## src/rtl/sm_pkg.sv

```systemverilog
// Shared types and constants for the sign-magnitude result stage.
package sm_pkg;

    // Word width of the upstream sign-magnitude subtractor.
    localparam int SM_N = 8;

    // Sign-magnitude word: MSB is the sign, the rest is the magnitude.
    typedef struct packed {
        logic              sign;
        logic [SM_N-2:0]   mag;
    } sm_word_t;

    // All-ones magnitude, used as the saturated value.
    localparam logic [SM_N-2:0] SM_MAG_MAX = '1;

    // Occupancy of the 2-entry skid buffer.
    typedef enum logic [1:0] {
        EMPTY = 2'd0,
        ONE   = 2'd1,
        TWO   = 2'd2
    } skid_state_t;

endpackage

```

## src/rtl/sm_skid_buf.sv

```systemverilog
// Generic 2-entry valid/ready skid buffer. The output register holds the
// head word; the skid register catches one extra word while the consumer
// stalls. Both handshake outputs are decoded from the state register only.
module sm_skid_buf
    import sm_pkg::*;
#(
    parameter int W = 9
) (
    input  logic         clk,
    input  logic         srst,
    input  logic [W-1:0] up_data,
    input  logic         up_valid,
    output logic         up_ready,
    output logic [W-1:0] dn_data,
    output logic         dn_valid,
    input  logic         dn_ready
);

    skid_state_t  state_reg;
    skid_state_t  state_next;
    logic [W-1:0] out_reg;
    logic [W-1:0] skid_reg;
    logic         accept;
    logic         deliver;

    assign accept  = up_valid && up_ready;
    assign deliver = dn_valid && dn_ready;
    assign dn_data = out_reg;

    // State register.
    always_ff @(posedge clk) begin
        if (srst) begin
            state_reg <= EMPTY;
        end else begin
            state_reg <= state_next;
        end
    end

    // Next-state logic from accept/deliver events.
    always_comb begin
        state_next = state_reg;
        case (state_reg)
            EMPTY: begin
                if (accept) state_next = ONE;
            end
            ONE: begin
                if (accept && !deliver)      state_next = TWO;
                else if (!accept && deliver) state_next = EMPTY;
            end
            TWO: begin
                if (deliver) state_next = ONE;
            end
            default: state_next = EMPTY;
        endcase
    end

    // Handshake outputs depend on the state register alone.
    always_comb begin
        up_ready = (state_reg != TWO);
        dn_valid = (state_reg != EMPTY);
    end

    // Data path: load head or skid entry, shift skid to head on drain.
    always_ff @(posedge clk) begin
        if (srst) begin
            out_reg  <= '0;
            skid_reg <= '0;
        end else begin
            case (state_reg)
                EMPTY: begin
                    if (accept) out_reg <= up_data;
                end
                ONE: begin
                    if (accept && deliver) out_reg  <= up_data;
                    else if (accept)       skid_reg <= up_data;
                end
                TWO: begin
                    if (deliver) out_reg <= skid_reg;
                end
                default: begin
                    out_reg <= out_reg;
                end
            endcase
        end
    end

endmodule

```

## src/rtl/sm_result_stage.sv

```systemverilog
// Registered output stage after the sign-magnitude subtractor: normalises
// negative zero, flags (and optionally saturates) carry results, buffers
// them through a 2-entry skid buffer and counts overflow events.
// Build option: define SM_SAT_EN to force the magnitude to all ones on carry;
// otherwise the wrapped magnitude is passed through and only o_ovf is set.
module sm_result_stage
    import sm_pkg::*;
#(
    parameter int N = SM_N,
    parameter int C = 8
) (
    input  logic         i_clk,
    input  logic         i_rst,
    input  logic [N-1:0] i_data,
    input  logic         i_carry,
    input  logic         i_valid,
    output logic         o_ready,
    output logic [N-1:0] o_data,
    output logic         o_ovf,
    output logic         o_valid,
    input  logic         i_ready,
    input  logic         i_clr,
    output logic [C-1:0] o_ovf_cnt
);

    localparam logic [C-1:0] CNT_MAX = '1;
    localparam logic [C-1:0] CNT_ONE = C'(1);

    logic         in_sign;
    logic [N-2:0] in_mag;
    logic [N-2:0] carry_mag;
    logic [N-1:0] norm_data;
    logic         norm_ovf;
    logic         accept;
    logic         count_evt;
    logic [C-1:0] cnt_reg;
    logic [C-1:0] cnt_next;

    assign in_sign = i_data[N-1];
    assign in_mag  = i_data[N-2:0];

`ifdef SM_SAT_EN
    // Saturation: every magnitude bit is forced high when carry is set.
    for (genvar gi = 0; gi < N - 1; gi++) begin : g_sat
        assign carry_mag[gi] = in_mag[gi] | i_carry;
    end
`else
    // Wrap: the magnitude goes through untouched; o_ovf carries the news.
    assign carry_mag = in_mag;
`endif

    // Normalisation of the incoming word before it is stored.
    always_comb begin
        norm_data = i_data;
        norm_ovf  = 1'b0;
        if (i_carry) begin
            norm_data = {in_sign, carry_mag};
            norm_ovf  = 1'b1;
        end else if (in_sign && (in_mag == '0)) begin
            norm_data = '0;
        end
    end

    sm_skid_buf #(
        .W (N + 1)
    ) u_skid (
        .clk      (i_clk),
        .srst     (i_rst),
        .up_data  ({norm_ovf, norm_data}),
        .up_valid (i_valid),
        .up_ready (o_ready),
        .dn_data  ({o_ovf, o_data}),
        .dn_valid (o_valid),
        .dn_ready (i_ready)
    );

    assign accept    = i_valid && o_ready;
    assign count_evt = accept && i_carry;

    // Counter update: clear first, then count the event of this same edge.
    always_comb begin
        cnt_next = cnt_reg;
        if (i_clr) begin
            cnt_next = count_evt ? CNT_ONE : '0;
        end else if (count_evt && (cnt_reg != CNT_MAX)) begin
            cnt_next = cnt_reg + CNT_ONE;
        end
    end

    // Overflow event counter register.
    always_ff @(posedge i_clk) begin
        if (i_rst) begin
            cnt_reg <= '0;
        end else begin
            cnt_reg <= cnt_next;
        end
    end

    assign o_ovf_cnt = cnt_reg;

endmodule

```

## config.mk

```make
export PLATFORM = sky130hd
export DESIGN_NAME = sm_result_stage
export DESIGN_NICKNAME = d
export VERILOG_FILES = /design/src/rtl/sm_pkg.sv /design/src/rtl/sm_skid_buf.sv /design/src/rtl/sm_result_stage.sv
export SDC_FILE = /design/constraint.sdc
export NUM_CORES = 1
export LEC_CHECK = 0
export CAP_MARGIN = 40
export CORE_MARGIN = 5
export CORE_UTILIZATION = 40
export CTS_BUF_LIST = sky130_fd_sc_hd__clkbuf_4
export CTS_CLUSTER_SIZE = 8
export DETAILED_ROUTE_END_ITERATION = 12
export MAX_ROUTING_LAYER = met4
export PLACE_DENSITY = 0.67
export SKIP_LAST_GASP = 1
export SLEW_MARGIN = 20
export SYNTH_ARGS = -nofsm -noshare
export SYNTH_HDL_FRONTEND = slang
export SYNTH_HIERARCHICAL = 1
export SYNTH_SLANG_ARGS = --single-unit
```

## constraint.sdc

```tcl
create_clock -name i_clk -period 3.2 [get_ports i_clk]
set_input_delay 0.96 -clock i_clk [delete_from_list [all_inputs] [get_ports i_clk]]
set_output_delay 0.96 -clock i_clk [all_outputs]
set_load 0.005 [all_outputs]
```

# Word level (Yosys, flattened, before mapping)

Index checks and enable logic that the tools add are counted.

Bitwise gates (word level): 1
$add $sub $neg: 1
Mux-type cells: 15
Equal/unequal tests: 8
Reduce and logical (&&, ||, !) cells: 18

Operators with widths:

| kind                                          | count |
|---|---|
| 2-to-1 mux 8 bit                              | 4 |
| 2-to-1 mux 9 bit                              | 3 |
| case mux 9 bit (3 select lines)               | 1 |
| adder 8 x 1 -> 8 bit, second input constant   | 1 |
| logical AND 1 bit                             | 8 |
| 2-to-1 mux 2 bit                              | 4 |
| != test 8 bit, second input constant          | 1 |
| logical NOT 7 bit                             | 1 |
| case mux 2 bit (3 select lines)               | 1 |
| AND reduction 3 bit                           | 2 |
| != test 2 x 1 -> 1 bit, second input constant | 2 |
| != test 2 bit, second input constant          | 2 |
| AND reduction 4 bit                           | 1 |
| nonzero test 2 bit                            | 2 |
| != test 3 x 1 -> 1 bit, second input constant | 1 |
| nonzero test 3 bit                            | 1 |
| == test 2 x 1 -> 1 bit, second input constant | 1 |
| == test 2 bit, second input constant          | 1 |
| logical NOT 1 bit                             | 2 |
| logical NOT 2 bit                             | 1 |
| 2-to-1 mux 1 bit                              | 2 |
| NOT 1 bit                                     | 1 |

Bits of input ports: 14
Output and inout port bits: 19
Register bits after elaboration: 28

# Longest topological paths before layout

Gate-level depths: netlist (run 1).

Word-level depth: 7
Gate-level depth with buffers: 8
Gate-level depth less buffers: 6

# Cells and area by module

Netlist (run 1), hierarchy kept.

Modules (own cells, without submodules):

| module          | instances | area each (um^2) | cells each |
|---|---|---|---|
| sm_skid_buf     | 1         | 912.1            | 98 |
| sm_result_stage | 1         | 474.2            | 57 |

# Least setup slack after synthesis (run 1)

Ideal clock, no wire load.

Kind: in2reg
Start point: input port i_valid
End point: register u_skid.out_reg[7], in the netlist u_skid/dn_data[7]
Library setup time: 86 ps
Data arrival time: 2034 ps
Setup slack: 1081 ps
Cell stages on the path: 6
Required time: 3114 ps
Path through: and2_1 -> ha_1 -> mux2_4 -> a21o_1 -> buf_6 -> a211oi_1

Word-level cells in the longest chain between the ends: 4
Elaborated cells between the ends (all ways): 5

RTL lines:

| what                             | RTL line              | text |
|---|---|---|
| from (decl)                      | sm_result_stage.sv:16 | `input logic i_valid,` |
| logical AND 1 bit *              | sm_skid_buf.sv:26     | `assign accept = up_valid && up_ready;` |
| logical AND 1 bit                | sm_skid_buf.sv:74     | `if (accept && deliver) out_reg <= up_data;` |
| != test 2 x 1 -> 1 bit (no line) | -                     |  |
| AND reduction 4 bit (no line) *  | -                     |  |
| to (signal assigned)             | sm_skid_buf.sv:74     |  |
| to (signal assigned)             | sm_skid_buf.sv:78     | `if (deliver) out_reg <= skid_reg;` |
| to (signal assigned)             | sm_skid_buf.sv:81     | `out_reg <= out_reg;` |
| to (decl)                        | sm_skid_buf.sv:21     | `logic [W-1:0] out_reg;` |

Mark *: on every way between the ends. The rest lies on a longest branch, timed or not.
A chain may end at the register's enable or synchronous reset.

# Worst setup path after layout (run 1)

Start point: register u_skid.state_reg[1]
End point: output port o_valid

Word-level cells in the longest chain between the ends: 1

RTL lines:

| what                   | RTL line              | text |
|---|---|---|
| from (decl)            | sm_skid_buf.sv:19     | `skid_state_t state_reg;` |
| from (signal assigned) | sm_skid_buf.sv:35     | `state_reg <= state_next;` |
| nonzero test 2 bit     | sm_skid_buf.sv:60     | `dn_valid = (state_reg != EMPTY);` |
| to (decl)              | sm_result_stage.sv:20 | `output logic o_valid,` |

Every way passes these cells.

==> reports/results.tsv, run 1 <==
metric	value	unit
fp.dieH	68.9	microns
cp.arrival	1.48	ns
drcViolationCount	0	
cp_max_fo	7	
cts_made_buffers	3	
end_kind	output pin	
worst_r2r_path_depth	7	
ys_seq_elements	28	
syn-num-nets	171	
p_leak	0.637	nW
synthCells	155	
die_w	68.9	microns
slowest_stage	clkdlybuf4s50_1	
startpoint_type	flop	
crit_chain	or2_2, clkdlybuf4s50_1	
ant_nets	0	
setup-tns-final	0	ns
finalHoldViolations	0	
fin_crit	2.44	ns
diodes	0	
die_area	4740	sq um
min_path_cells	2	
cts_num_sinks	28	
post_cts_buffers	0	
fin_ws	0.758	ns
r2r-end	u_skid/dn_data[7]	
wl_per_cell	14.1	microns
layout_common_cells	clkdlybuf4s50_1, dfxtp_1, a211oi_1, nand2_1, a21oi_1	
min_period_over_period	76.3	%
yosysWarnings	6	
synth_cell_types	37	
outcome	completed	
start_util	41.5	%
gp_congestion	0.794	
crit_buf_inv	1	
yosysTopAreaCell	dfxtp_1	
synthTopCellsByArea	dfxtp_1, a211oi_1, mux2i_1, nand2_1, a21oi_1	
first_global_vias	1142	
grt_setup_unrepaired	false	
tritoncts	built	
fin_nets	195	
coreArea	3340	sq um
vias	1189	
synth_ff_type	dfxtp_1	
wl	3170	microns
rows	21	
hold_path_startpoint	u_skid/skid_reg[6]	
overflow	0	
firstDrtPassIters	4	
syn-cell-area	1390	sq um
final.setup_skew	0.00617	ns
yosysTopAreaCellShare	40.4	%
drv_slew	0	
min_path_type	reg2reg	
power.density	366	nW/um^2
timing.slew.headroom	71.6	%
ys_seq_area_share	40.4	%
fmax	410	MHz
synth-edff-count	0	
ios	33	
via_per_inst	5.31	
dp_hpwl	2440	microns
worst_pin_slew	0.423	ns
port_buffers	32	
drt_iter0_markers	47	
hold-path-endpoint	u_skid/skid_reg[6]	
clockBufferDepth	2	
cts_hold_buf	0	
layout_commonest_cell	clkdlybuf4s50_1	
max-cap-violations	0	
rr_startpoint	u_skid/state_reg[0]	
max_stage_delay	0.45	ns
crit_family	buffers and inverters	
irDropWorstVdd	0.276	mV
nFillCells	339	
cts_resized	0	
synthArstFlopShare	0	%
clockRootBuffer	clkbuf_4	
r2r_slack	1.12	ns
syn_to_final_growth	25.0	%
grt_pass1_wl	5190	microns
grt_max_degree	23	
clkTransAtPathRegs	0.14	ns
clk_latency	0.32	ns
ctsHtreeMaxLevel	1	
antenna_found_initial	0	
synth_area_per_cell	8.94	sq um
worst_ep_required_time	2.24	ns
dp_slack	0.437	ns
track_usage	14.9	%
drive_gt1_share	6.18	%
criticalPathCategory	reg2out	
setup_viol	0	
==> cell type report <==
class | count | area (sq um) | area share, %
clock buffer | 3 | 22.5 | 1.30
clock inverter | 1 | 3.75 | 0.217
inverter | 2 | 7.51 | 0.433
multi-input combinational | 109 | 738 | 42.6
sequential | 28 | 561 | 32.3
tap | 46 | 57.6 | 3.32
timing repair buffer | 35 | 343 | 19.8
==> cell usage after synthesis, drive strengths merged (3+ instances only) <==
cell type   n
a211oi     20
nand2      19
nand2b      3
nor3        4
a21oi      14
nor2        5
mux2i      11
clkbuf     12
dfxtp      28
nand3       5
buf         4
==> metal layers <==
metal / up-vias / part of all wire [%] / track usage, %
met1: 554 / 48 / 18.3
met5: - / 0 / -
met2: 24 / 48 / 25.2
met4: 0 / 0.54 / 2.19
met3: 2 / 3.8 / 3.57
li1: 609 / - / -
==> power breakdown <==
| part | switching, W | internal [W] | total, W |
|---|---|---|---|
| clock network | 0.0000976 | 0.0000457 | 0.000143 |
| registers | 0.0000111 | 0.000365 | 0.000376 |
| logic | 0.0000489 | 0.0000660 | 0.000115 |
| total | 0.000158 | 0.000477 | 0.000634 |
==> worst register-to-register path, cell delays in order (launching register included) <==
cell,delay [ns]
dfxtp_1,0.39
nand2b_1,0.19
buf_4,0.21
and2_1,0.17
ha_1,0.19
mux2_4,0.31
a21o_1,0.30
a211oi_1,0.23
==> how the worst max path moves through the flow <==
stage / startpoint / endpoint / slack, ns / cells past startpoint
3_3_place_gp: i_valid / u_skid/dn_data[0] / 0.50 / 6
2_1_floorplan: i_valid / u_skid/dn_data[7] / 1.08 / 6
6_report: u_skid/state_reg[1] / o_valid / 0.76 / 2
5_1_grt: u_skid/state_reg[0] / o_ready / 0.67 / 2
3_5_place_dp: i_valid / u_skid/dn_data[5] / 0.44 / 6
4_1_cts: u_skid/state_reg[1] / o_valid / 0.74 / 2
==> logic make-up (layout without fill, tap and decap cells) <==
group | Yosys count | in the layout | synth area share, %
adders and majority gates | 2 | 2 | 1.80
xor gates and xnor gates | 1 | 1 | 0.632
and+or+nand+nor | 50 | 50 | 18.8
DFF | 28 | 28 | 40.4
AOI/OAI and AO/OA | 44 | 44 | 23.0
buffers and inverters | 18 | 41 | 6.32
muxes | 12 | 12 | 9.03
==> per-stage QoR <==
stage | hold slack [ns] | util, % | instance area, sq um | power [W] | std cells
after floorplan | 0.436 | - | 1390 | 0.000443 | 155
after global placement | 0.440 | 51.1 | 1710 | 0.000495 | 220
after detailed placement | 0.446 | 51.1 | 1710 | 0.000499 | 220
after CTS | 0.465 | 51.9 | 1730 | 0.000644 | 224
after global routing | 0.501 | 51.9 | 1730 | 0.000670 | 224
final | 0.466 | 51.9 | 1730 | 0.000634 | 224
(Power assumes the default switching activity.)
==> run 2, diff against run 1 <==
PLACE_DENSITY = 0.69   (was 0.67)
clock period = 2.21 ns   (was 3.2 ns; I/O delays follow)
==> reports/results.tsv, run 2 (synthesis results as in run 1) <==
metric	value	unit	change
track_usage	15.0	%	+0.16 points
cts_num_sinks	28		unchanged
clockBufferDepth	2		unchanged
grt_max_degree	22		-4.3%
pwr-share-seq	59.2	%	about the same
vias	1235		+3.9%
first_global_vias	1153		+0.96%
wl	3140	microns	-0.70%
outcome	completed		
cts_hold_buf	0		unchanged
ant_nets	0		unchanged
register_area	566	sq um	+0.89%
startpoint_type	flop		
nFillCells	321		-5.3%
placed_area	1740	sq um	+2.2%
grt_setup_unrepaired	false		
worst_ep_required_time	1.55	ns	-0.69 ns
tritoncts	built		
min_path_type	reg2reg		
max-cap-violations	0		unchanged
cp.arrival	1.45	ns	-0.03 ns
r2r-end	u_skid/dn_data[0]		
drive_gt1_share	10.4	%	+4.3 points
cts_made_buffers	3		unchanged
switching_share	24.7	%	-0.16 points
fmax	473	MHz	
timing.slew.headroom	72.4	%	+0.79 points
coreArea	3340	sq um	unchanged
r2r_slack	0.23	ns	-0.89 ns
worst_pin_slew	0.411	ns	-0.0117 ns
fin_crit	2.11	ns	
p_clk_share	22.3	%	-0.3 points
overflow	0		unchanged
internal_power	0.000693	W	+45%
diodes	0		unchanged
setup_viol	0		unchanged
start_util	41.5	%	unchanged
die_w	68.9	microns	unchanged
cp_max_fo	7		unchanged
grt_pass1_wl	5250	microns	+1.2%
final_util	53.2	%	+1.2 points
cts_resized	2		+2
clk_latency	0.32	ns	about the same
ios	33		unchanged
drv_slew	0		unchanged
hold_path_startpoint	u_skid/skid_reg[4]		
fin_nets	200		+2.6%
layout_common_cells	clkdlybuf4s50_1, dfxtp_1, a211oi_1, nand2_1, a21oi_1		
antenna_found_initial	0		unchanged
multiInputGateArea	741	sq um	+0.34%
power.density	519	nW/um^2	+42%
p_leak	0.662	nW	+3.8%
clockRootBuffer	clkbuf_4		
rr_startpoint	u_skid/state_reg[1]		
fp.dieH	68.9	microns	unchanged
wl_per_cell	13.8	microns	-2.4%
worst_r2r_path_depth	6		-1
power_frac_comb	18.6	%	+0.5 points
min_path_cells	2		unchanged
syn_to_final_growth	28.0	%	
ctsHtreeMaxLevel	1		unchanged
rows	21		unchanged
finalHoldViolations	0		unchanged
criticalPathCategory	reg2out		
die_area	4740	sq um	unchanged
hold-path-endpoint	u_skid/skid_reg[4]		
place_inst	225		+2.3%
gp_congestion	0.820		+3.3%
port_buffers	32		unchanged
final_area	1770	sq um	+2.4%
fin_cells	228		+1.8%
post_cts_buffers	0		unchanged
layout_commonest_cell	clkdlybuf4s50_1		
final.setup_skew	0.00563	ns	-0.000547 ns
p_switching	0.000227	W	+44%
clkTransAtPathRegs	0.14	ns	about the same
irDropWorstVdd	0.352	mV	+28%
min_period_over_period	95.6	%	
drt_iter0_markers	83		+77%
firstDrtPassIters	4		unchanged
end_kind	output pin		
via_per_inst	5.42		+2.0%
drcViolationCount	0		unchanged
## run 2: changes by cell type in the layout (fill, tap and decap cells not counted), sizes merged
cell,change
buf,+5
clkinv,-1
## run 2: cell type report
type	count	area share, %
multi-input combinational	109	41.7
sequential	28	31.9
timing repair buffer	40	21.4
tap	46	3.24
clock buffer	3	1.27
inverter	2	0.423
## run 2: metrics by stage
stage	hold WS, ns	setup slack, ns	setup TNS [ns]	power (W)
2_1_floorplan	0.436	0.278	0	0.000642
3_3_place_gp	0.441	-0.105	-0.930	0.000722
3_5_place_dp	0.446	-0.201	-1.33	0.000727
4_1_cts	0.465	0.0415	0	0.000929
5_1_grt	0.484	0.00957	0	0.000971
6_report	0.463	0.0973	0	0.000920
## run 2: critical path, cell delays in order, from the launching register on
cell	delay, ns
dfxtp_2	0.38
or2_2	0.31
clkdlybuf4s50_1	0.45
## run 2: metal layers
layer	vias up	wire length (microns)	GRT usage, %
li1	622	-	-
met1	584	1430	18.3
met2	27	1520	24.3
met3	2	164	4.54
met4	0	22	3.89
met5	-	0	-
## run 2: worst max-delay path by stage
stage / start / cells past startpoint / endpoint / slack, ns
global placement: i_valid / 6 / u_skid/dn_data[7] / -0.11
finish: u_skid/state_reg[1] / 2 / o_valid / 0.1
floorplan: u_skid/state_reg[0] / 8 / u_skid/dn_data[7] / 0.28
CTS: u_skid/state_reg[1] / 2 / o_valid / 0.04
detailed placement: i_valid / 6 / u_skid/dn_data[0] / -0.20
global route: o_ovf_cnt[7] / 1 / o_ovf_cnt[7] / 0.01
## run 2: power groups by stage
stage	clock (W)	sequential, W	combinational [W]
6_report	0.000205	0.000544	0.000171
2_1_floorplan	0	0.000554	0.0000876
3_3_place_gp	0	0.000555	0.000168
4_1_cts	0.000212	0.000545	0.000172
5_1_grt	0.000236	0.000548	0.000187
3_5_place_dp	0	0.000556	0.000171
